## src/rtl/us_ranger_ctrl.sv

```systemverilog
// Ultrasonic ranger: fires a trigger pulse, times the synchronised echo high time, and reports it (valid) or aborts (timeout).
// Latency: echo seen 2 cycles after the pin (+4 with US_ECHO_FILT_EN); valid/timeout registered, 1 cycle after the deciding edge.
// Backpressure: none; start is honoured only in IDLE, and the result stays on dist_cyc until the next valid.
module us_ranger_ctrl #(
    parameter int TRIG_CYC    = 500,
    parameter int CNT_W       = 24,
    parameter int TIMEOUT_CYC = 1_900_000,
    parameter int HOLDOFF_CYC = 3_000_000
) (
    input  logic             clk,
    input  logic             rst_n,
    input  logic             start,
    input  logic             cont_en,
    input  logic             echo,
    output logic             trigger,
    output logic             busy,
    output logic [CNT_W-1:0] dist_cyc,
    output logic             valid,
    output logic             timeout
);

    localparam int PW = $clog2((TRIG_CYC > HOLDOFF_CYC ? TRIG_CYC : HOLDOFF_CYC) + 1);
    localparam int TW = $clog2(TIMEOUT_CYC + 1);
    localparam logic [PW-1:0]    TRIG_LAST = PW'(TRIG_CYC - 1);
    localparam logic [PW-1:0]    HOLD_LAST = PW'(HOLDOFF_CYC - 1);
    localparam logic [TW-1:0]    TMO_LAST  = TW'(TIMEOUT_CYC - 1);
    localparam logic [CNT_W-1:0] WIDTH_MAX = '1;

    typedef enum logic [2:0] {
        S_IDLE, S_TRIG, S_WAIT_RISE, S_MEASURE, S_DONE, S_HOLDOFF
    } state_t;

    state_t           state;
    logic [PW-1:0]    pcnt;
    logic [TW-1:0]    tcnt;
    logic [CNT_W-1:0] width;
    logic             echo_m, echo_q, echo_s, echo_prev;
    logic             echo_rise, echo_fall;

    always_ff @(posedge clk or negedge rst_n) begin
        if (!rst_n) begin
            echo_m    <= 1'b0;
            echo_q    <= 1'b0;
            echo_prev <= 1'b0;
        end else begin
            echo_m    <= echo;
            echo_q    <= echo_m;
            echo_prev <= echo_s;
        end
    end

`ifdef US_ECHO_FILT_EN
    // Level must disagree for 4 straight cycles before it is accepted; both edges see the same delay.
    logic [1:0] filt_cnt;

    always_ff @(posedge clk or negedge rst_n) begin
        if (!rst_n) begin
            filt_cnt <= 2'd0;
            echo_s   <= 1'b0;
        end else if (echo_q == echo_s) begin
            filt_cnt <= 2'd0;
        end else if (filt_cnt == 2'd3) begin
            filt_cnt <= 2'd0;
            echo_s   <= echo_q;
        end else begin
            filt_cnt <= filt_cnt + 2'd1;
        end
    end
`else
    assign echo_s = echo_q;
`endif

    assign echo_rise = echo_s & ~echo_prev;
    assign echo_fall = ~echo_s & echo_prev;

    always_ff @(posedge clk or negedge rst_n) begin
        if (!rst_n) begin
            state    <= S_IDLE;
            pcnt     <= '0;
            tcnt     <= '0;
            width    <= '0;
            trigger  <= 1'b0;
            busy     <= 1'b0;
            dist_cyc <= '0;
            valid    <= 1'b0;
            timeout  <= 1'b0;
        end else begin
            valid   <= 1'b0;
            timeout <= 1'b0;
            case (state)
                S_IDLE: begin
                    if (start || cont_en) begin
                        state   <= S_TRIG;
                        trigger <= 1'b1;
                        busy    <= 1'b1;
                        pcnt    <= '0;
                    end
                end
                S_TRIG: begin
                    tcnt  <= '0;
                    width <= '0;
                    if (pcnt == TRIG_LAST) begin
                        state   <= S_WAIT_RISE;
                        trigger <= 1'b0;
                    end else begin
                        pcnt <= pcnt + PW'(1);
                    end
                end
                S_WAIT_RISE: begin
                    if (tcnt == TMO_LAST) begin
                        state   <= S_DONE;
                        timeout <= 1'b1;
                    end else begin
                        tcnt <= tcnt + TW'(1);
                        // The rise cycle itself is the first high cycle of the pulse.
                        if (echo_rise) begin
                            state <= S_MEASURE;
                            width <= CNT_W'(1);
                        end
                    end
                end
                S_MEASURE: begin
                    if (echo_fall) begin
                        state    <= S_DONE;
                        dist_cyc <= width;
                        valid    <= 1'b1;
                    end else if (tcnt == TMO_LAST) begin
                        state   <= S_DONE;
                        timeout <= 1'b1;
                    end else begin
                        tcnt <= tcnt + TW'(1);
                        if (echo_s && (width != WIDTH_MAX)) begin
                            width <= width + CNT_W'(1);
                        end
                    end
                end
                S_DONE: begin
                    pcnt <= '0;
                    if (cont_en) begin
                        state <= S_HOLDOFF;
                    end else begin
                        state <= S_IDLE;
                        busy  <= 1'b0;
                    end
                end
                S_HOLDOFF: begin
                    if (pcnt == HOLD_LAST) begin
                        pcnt <= '0;
                        if (cont_en) begin
                            state   <= S_TRIG;
                            trigger <= 1'b1;
                        end else begin
                            state <= S_IDLE;
                            busy  <= 1'b0;
                        end
                    end else begin
                        pcnt <= pcnt + PW'(1);
                    end
                end
                default: begin
                    state   <= S_IDLE;
                    trigger <= 1'b0;
                    busy    <= 1'b0;
                end
            endcase
        end
    end

endmodule
```

## config.mk

```make
export PLATFORM = sky130hd
export DESIGN_NAME = us_ranger_ctrl
export DESIGN_NICKNAME = d
export VERILOG_FILES = /design/src/rtl/us_ranger_ctrl.sv
export SDC_FILE = /design/constraint.sdc
export NUM_CORES = 1
export LEC_CHECK = 0
export CORE_ASPECT_RATIO = 0.8
export CORE_MARGIN = 10
export CORE_UTILIZATION = 50
export DETAILED_ROUTE_END_ITERATION = 6
export GPL_TIMING_DRIVEN = 0
export PLACE_DENSITY = 0.79
export SKIP_LAST_GASP = 1
export SYNTH_ARGS = -nofsm -noshare
export SYNTH_HDL_FRONTEND = slang
export SYNTH_SLANG_ARGS = --single-unit
```

## constraint.sdc

```tcl
create_clock -name clk -period 2.2 [get_ports clk]
set_clock_uncertainty 0.1 [all_clocks]
set_input_delay 0.22 -clock clk [delete_from_list [all_inputs] [get_ports clk]]
set_output_delay 0.22 -clock clk [all_outputs]
set_load 0.005 [all_outputs]
```

=== Word level (Yosys, flattened, before mapping) ===
Cells that the tools add are included.

* Add/sub/neg operators: 3
* Equality and inequality tests: 21
* Mux-type cells: 36
* Bitwise gates (word level): 6
* Reductions and logical operators: 14

{| class="wikitable"
|+ Operators by type and width
! operator !! number
|-
| $mux W24 || 5
|-
| $pmux W22 S4 || 1
|-
| $pmux W24 S3 || 1
|-
| $mux W22 || 3
|-
| $pmux W21 S3 || 1
|-
| $mux W21 || 2
|-
| $add A24 B1 Y24 const B || 1
|-
| $mux W3 || 8
|-
| $ne A24 B24 Y1 const B || 1
|-
| $add A22 B1 Y22 const B || 1
|-
| $eq A22 B22 Y1 const B || 1
|-
| $eq A22 B9 Y1 const B || 1
|-
| $add A21 B1 Y21 const B || 1
|-
| $eq A21 B21 Y1 const B || 1
|-
| $ne A2 B2 Y1 const B || 10
|-
| $pmux W3 S6 || 1
|-
| $mux W1 || 11
|-
| $reduce_and A5 Y1 || 2
|-
| $pmux W1 S4 || 2
|-
| $eq A3 B2 Y1 const B || 2
|-
| $eq A3 B3 Y1 const B || 2
|-
| $ne A3 B3 Y1 const B || 2
|-
| $reduce_and A3 Y1 || 2
|-
| $reduce_and A6 Y1 || 1
|-
| 11 further kinds || 17
|}

* Register bits: 101

=== Longest topological paths before layout ===
* Depth in word-level cells: 6
* Depth in mapped cells: 8
* Mapped depth without buffers: 6

=== Worst setup path before layout ===
Ideal clock, no wire load.

* Path type: reg-to-reg
* Start: reg pcnt[12]
* End: reg pcnt[5]
* Setup time: 0.126 ns
* Arrival: 2.101 ns
* Required time: 1.974 ns
* Path slack: -0.127 ns
* Stages on the path, launching flop included: 6
* Period minus slack after synthesis: 2.327 ns
* Cells stage by stage: dfrtp_1 or4_4 or4_4 nor3_1 nor3b_1 a221o_1

* Word-level cells in the longest chain between the ends: 3

{| class="wikitable"
|+ Ends and longest elaborated chain
! what !! RTL line !! RTL
|-
| start: declaration || 34 || <nowiki>logic [PW-1:0] pcnt;</nowiki>
|-
| start signal: assignment || 106 || <nowiki>pcnt <= pcnt + PW'(1);</nowiki>
|-
| start signal: assignment || 157 || <nowiki>pcnt <= pcnt + PW'(1);</nowiki>
|-
| $eq A22 B22 Y1 / $eq A22 B9 Y1 (equally long branches) || 147, 102 ||
|-
| $mux W22 / $ne A2 B2 Y1 (equally long branches) || n/a ||
|-
| $pmux W22 S4 / $reduce_and A3 Y1 (equally long branches) || n/a ||
|}

Several ways; a longest one is shown, not always the timed one.
A chain may end at the register's enable or synchronous reset.

=== Worst setup path after layout ===
* Start: reg pcnt[2]
* End: reg state[0]

* Word-level cells in the longest chain between the ends: 3

{| class="wikitable"
|+ Ends and longest elaborated chain
! what !! RTL line !! RTL
|-
| $eq A22 B22 Y1 / $eq A22 B9 Y1 (equally long branches) || 147, 102 ||
|-
| $ne A2 B2 Y1 (no source line) || n/a ||
|-
| $reduce_and A5 Y1 (no source line) (*) || n/a ||
|-
| end signal: assignment || 150 || <nowiki>state <= S_TRIG;</nowiki>
|-
| end signal: assignment || 153 || <nowiki>state <= S_IDLE;</nowiki>
|-
| end signal: assignment || 161 || <nowiki>state <= S_IDLE;</nowiki>
|-
| end: declaration || 33 || <nowiki>state_t state;</nowiki>
|}

Every way passes the cells marked *; elsewhere a longest branch is shown, timed or not.

==> metrics.md <==
| Metric | Value |
|---|---|
| Status | `finished with violations` |
| Failing checks | `negative setup slack` |
| Clk buf depth | `2` |
| Fmax | `423.8 MHz` |
| Post-synth ARST share | `100.0%` |
| EDFF count, synth | `0` |
| Routed vias/inst | `6.389` |
| Power per cell area | `919.8 nW/µm²` |
| Vias | `4,856` |
| CTS tree | `built` |
| Gpl congestion | `0.9064` |
| WHS | `0.2044 ns` |
| Final ANT Viol Nets | `0` |
| Initial Util | `51.43%` |
| Yosys top cell area share | `47.80%` |
| DRC | `0` |
| Main synth FF type | `dfrtp_1` |
| Required @ worst endpoint | `2.35 ns` |
| Yosys warnings | `0` |
| # rows | `33` |
| DRT Pass-1 Iters | `6` |
| NumNets Final | `625` |
| Placement Cell Area | `5839 µm²` |
| Clk_lat worst skew | `0.35 ns` |
| Setup WS post-layout | `-0.1598 ns` |
| DR iter-0 viols | `587` |
| Fin Setup TNS | `-0.9561 ns` |
| Antenna violations before repair | `0` |
| Top Layer Used | `met4` |
| Synth area leaders | `dfrtp_1 (48%), mux2_2 (5.5%), a31oi_1 (4.3%), nand4_1 (2.8%), nand3_1 (2.7%)` |
| Die Span Y | `112.0 µm` |
| Setup crit end kind | `flip-flop` |
| Mapped cell area | `5288 µm²` |
| Root Buffer | `clkbuf_16` |
| Total Wirelength | `14.62 mm` |
| # port buffers | `32` |
| FF/Latch Area | `2532 µm²` |
| Met2 Wirelength | `6.811 mm` |
| CP Data Arrival Time | `2.51 ns` |
| Filler cells | `744` |
| Total GRT Usage | `18.70%` |
| Multi-input gate area | `2884 µm²` |
| Final Slew Violations | `0` |
| Die footprint | `15,110 µm²` |
| Power Total | `6.255 mW` |
| CP Max Fanout | `4` |
| Yosys cell types | `54` |
| Fin crit share | `107.3%` |
| CP delay by family, top | `simple AND/OR/NAND/NOR gates` |
| Commonest non-fill, non-tap cell in the layout | `dfrtp_1` |
| HP Class | `input pin to flip-flop` |
| Worst-path cell chain | `or4_1 > or4_4 > o21a_4 > or2_4 > o31ai_1` |
| CP bufs+invs | `0` |
| First-pass GRT wire length | `23.54 mm` |
| Final Hold Vio Count | `0` |
| Met1 wire length | `6.451 mm` |
| Final min period | `2.360 ns` |
| Critical path launch point type | `flip-flop` |
| Final count of negative-setup-slack endpoints | `16` |
| WS Path Type | `flip-flop to flip-flop` |
| Largest net degree at the start of global routing | `54` |
| Die Wd | `135.0 µm` |
| WL per Instance | `19.24 µm` |
| Overflow after GRT | `0` |
| DP HPWL | `9.422 mm` |
| CTS Buf Count | `9` |
| Leak | `2.895 nW` |
| Yosys reg bits | `101` |
| Vias in the first global route | `4,667` |
| H-tree levels | `3` |
| Max_cap viols | `0` |
| Unrepaired setup endpoints after global routing | `true` |
| Measured slew at the worst slew-check pin | `0.6367 ns` |
| Share of layout cells above drive strength 1 | `23.71%` |
| Max incr delay on CP | `0.57 ns` |
| Syn Area/Cell | `9.774 µm²` |
| Final Instance Area | `6800 µm²` |
| Most frequent cells in the layout | `dfrtp_1 (97), nor2_1 (36), buf_4 (36)` |
| Worst rel slew slack | `57.55%` |
| Syn Nets | `550` |
| Syn Inst Count | `541` |
| Number of inserted diodes | `0` |
| Sequential area share after synthesis | `47.80%` |
| CP max stage cell | `or4_4` |
| Worst VDD drop | `553.8 µV` |
| Routed met3 length | `1.079 mm` |
| Post-synth top area cell | `dfrtp_1` |
| CORE AREA | `10,280 µm²` |
| Number of clock sinks | `101` |
| Area Overhead vs Synth | `28.61%` |
| Reg clk slew, reported paths | `0.07 ns` |
| I/O pin count | `33` |
area by class of cell:
class	count	area share [%]
Buffer	23	2.539
Clock buffer	9	3.312
Clock inverter	6	1.748
Inverter	7	0.3864
Multi-Input combinational cell	403	42.41
Sequential cell	101	37.24
Tap cell	140	2.576
Timing Repair Buffer	71	9.788
metal layers:
layer | track usage [%] | vias to the layer above
met5 | 0 | -
met1 | 25.40 | 2370
met3 | 4.537 | 29
met4 | 5.301 | 0
li1 | - | 2209
met2 | 29.00 | 248
worst paths after layout:
kind | startpoint | endpoint | slack [ns] | cells past startpoint
setup reg to reg | pcnt[2]$_DFFE_PN0P_ | state[0]$_DFFE_PN0P_ | -0.16 | 5
max in group asynchronous | rst_n | state[2]$_DFFE_PN0P_ | 0.99 | 3
hold / removal | echo | echo_m$_DFF_PN0_ | 0.20 | 1
min in group asynchronous | rst_n | tcnt[19]$_DFFE_PN0P_ | 0.33 | 2
hold reg to reg | echo_m$_DFF_PN0_ | echo_q$_DFF_PN0_ | 0.25 | 0
setup / recovery | pcnt[2]$_DFFE_PN0P_ | state[0]$_DFFE_PN0P_ | -0.16 | 5
Yosys cell counts (3+ instances only):
library cell  count
nand3_1          29
a41oi_1           6
o21a_1            4
nand4_1          24
dfrtp_1         101
o31ai_1          16
buf_1             5
clkbuf_1         22
a21o_1            6
or4_1            14
nor2_1           37
mux2_2           26
and3b_1           3
xnor2_1           4
o211ai_1          3
nor4_1            8
a31oi_1          36
and3_1           16
nand2_1          35
a21oi_1          26
ha_1              4
and2_1            5
and4_1            7
o21ai_0          15
inv_1             7
or3_1             7
nor2b_1           3
nand2b_1         12
nor3_1           13
xor2_1           14
stage by stage:
stage | util [%] | setup WS, ns | instances
2_1_floorplan | - | -0.02128 | 541
3_3_place_gp | 56.55 | -2.960 | 713
3_5_place_dp | 56.80 | -0.4824 | 714
4_1_cts | 63.22 | -0.1303 | 744
5_1_grt | 66.14 | -0.1920 | 760
6_report | 66.14 | -0.1598 | 760
power breakdown:
group | switching (mW) | internal, mW | leakage, nW | total [mW]
Sequential | 0.173 | 2.00 | 1.38 | 2.17
Combinational | 1.34 | 0.904 | 1.35 | 2.25
Clock | 0.716 | 1.12 | 0.168 | 1.84
state kept, by name (all words and copies together), names as in the netlist:
signal	flops
timeout	1
echo_q	1
valid	1
state	3
dist_cyc	24
echo_m	1
pcnt	22
trigger	1
width	24
busy	1
tcnt	21
echo_prev	1
repair_timing:
item / CTS / global route
hold buffers: 1 / 0
endpoints found under the hold margin: 48 / 0
endpoints found under the setup margin: 87 / 74
pin swaps: 8 / 12
setup buffers: 19 / 15
gates resized for setup: 49 / 46
cloned: 0 / 3
kinds of logic (layout without fill, tap and decap cells):
logic type	Yosys count	in the layout	synth area share, %
muxes	28	28	5.916
AOI/OAI and AO/OA	126	126	15.62
DFF	101	101	47.80
xor gates and xnor gates	18	18	2.982
and+or+nand+nor	227	227	23.92
adders and majority gates	4	4	0.9466
buffers and inverters	37	116	2.816
(Power assumes the default switching activity.)
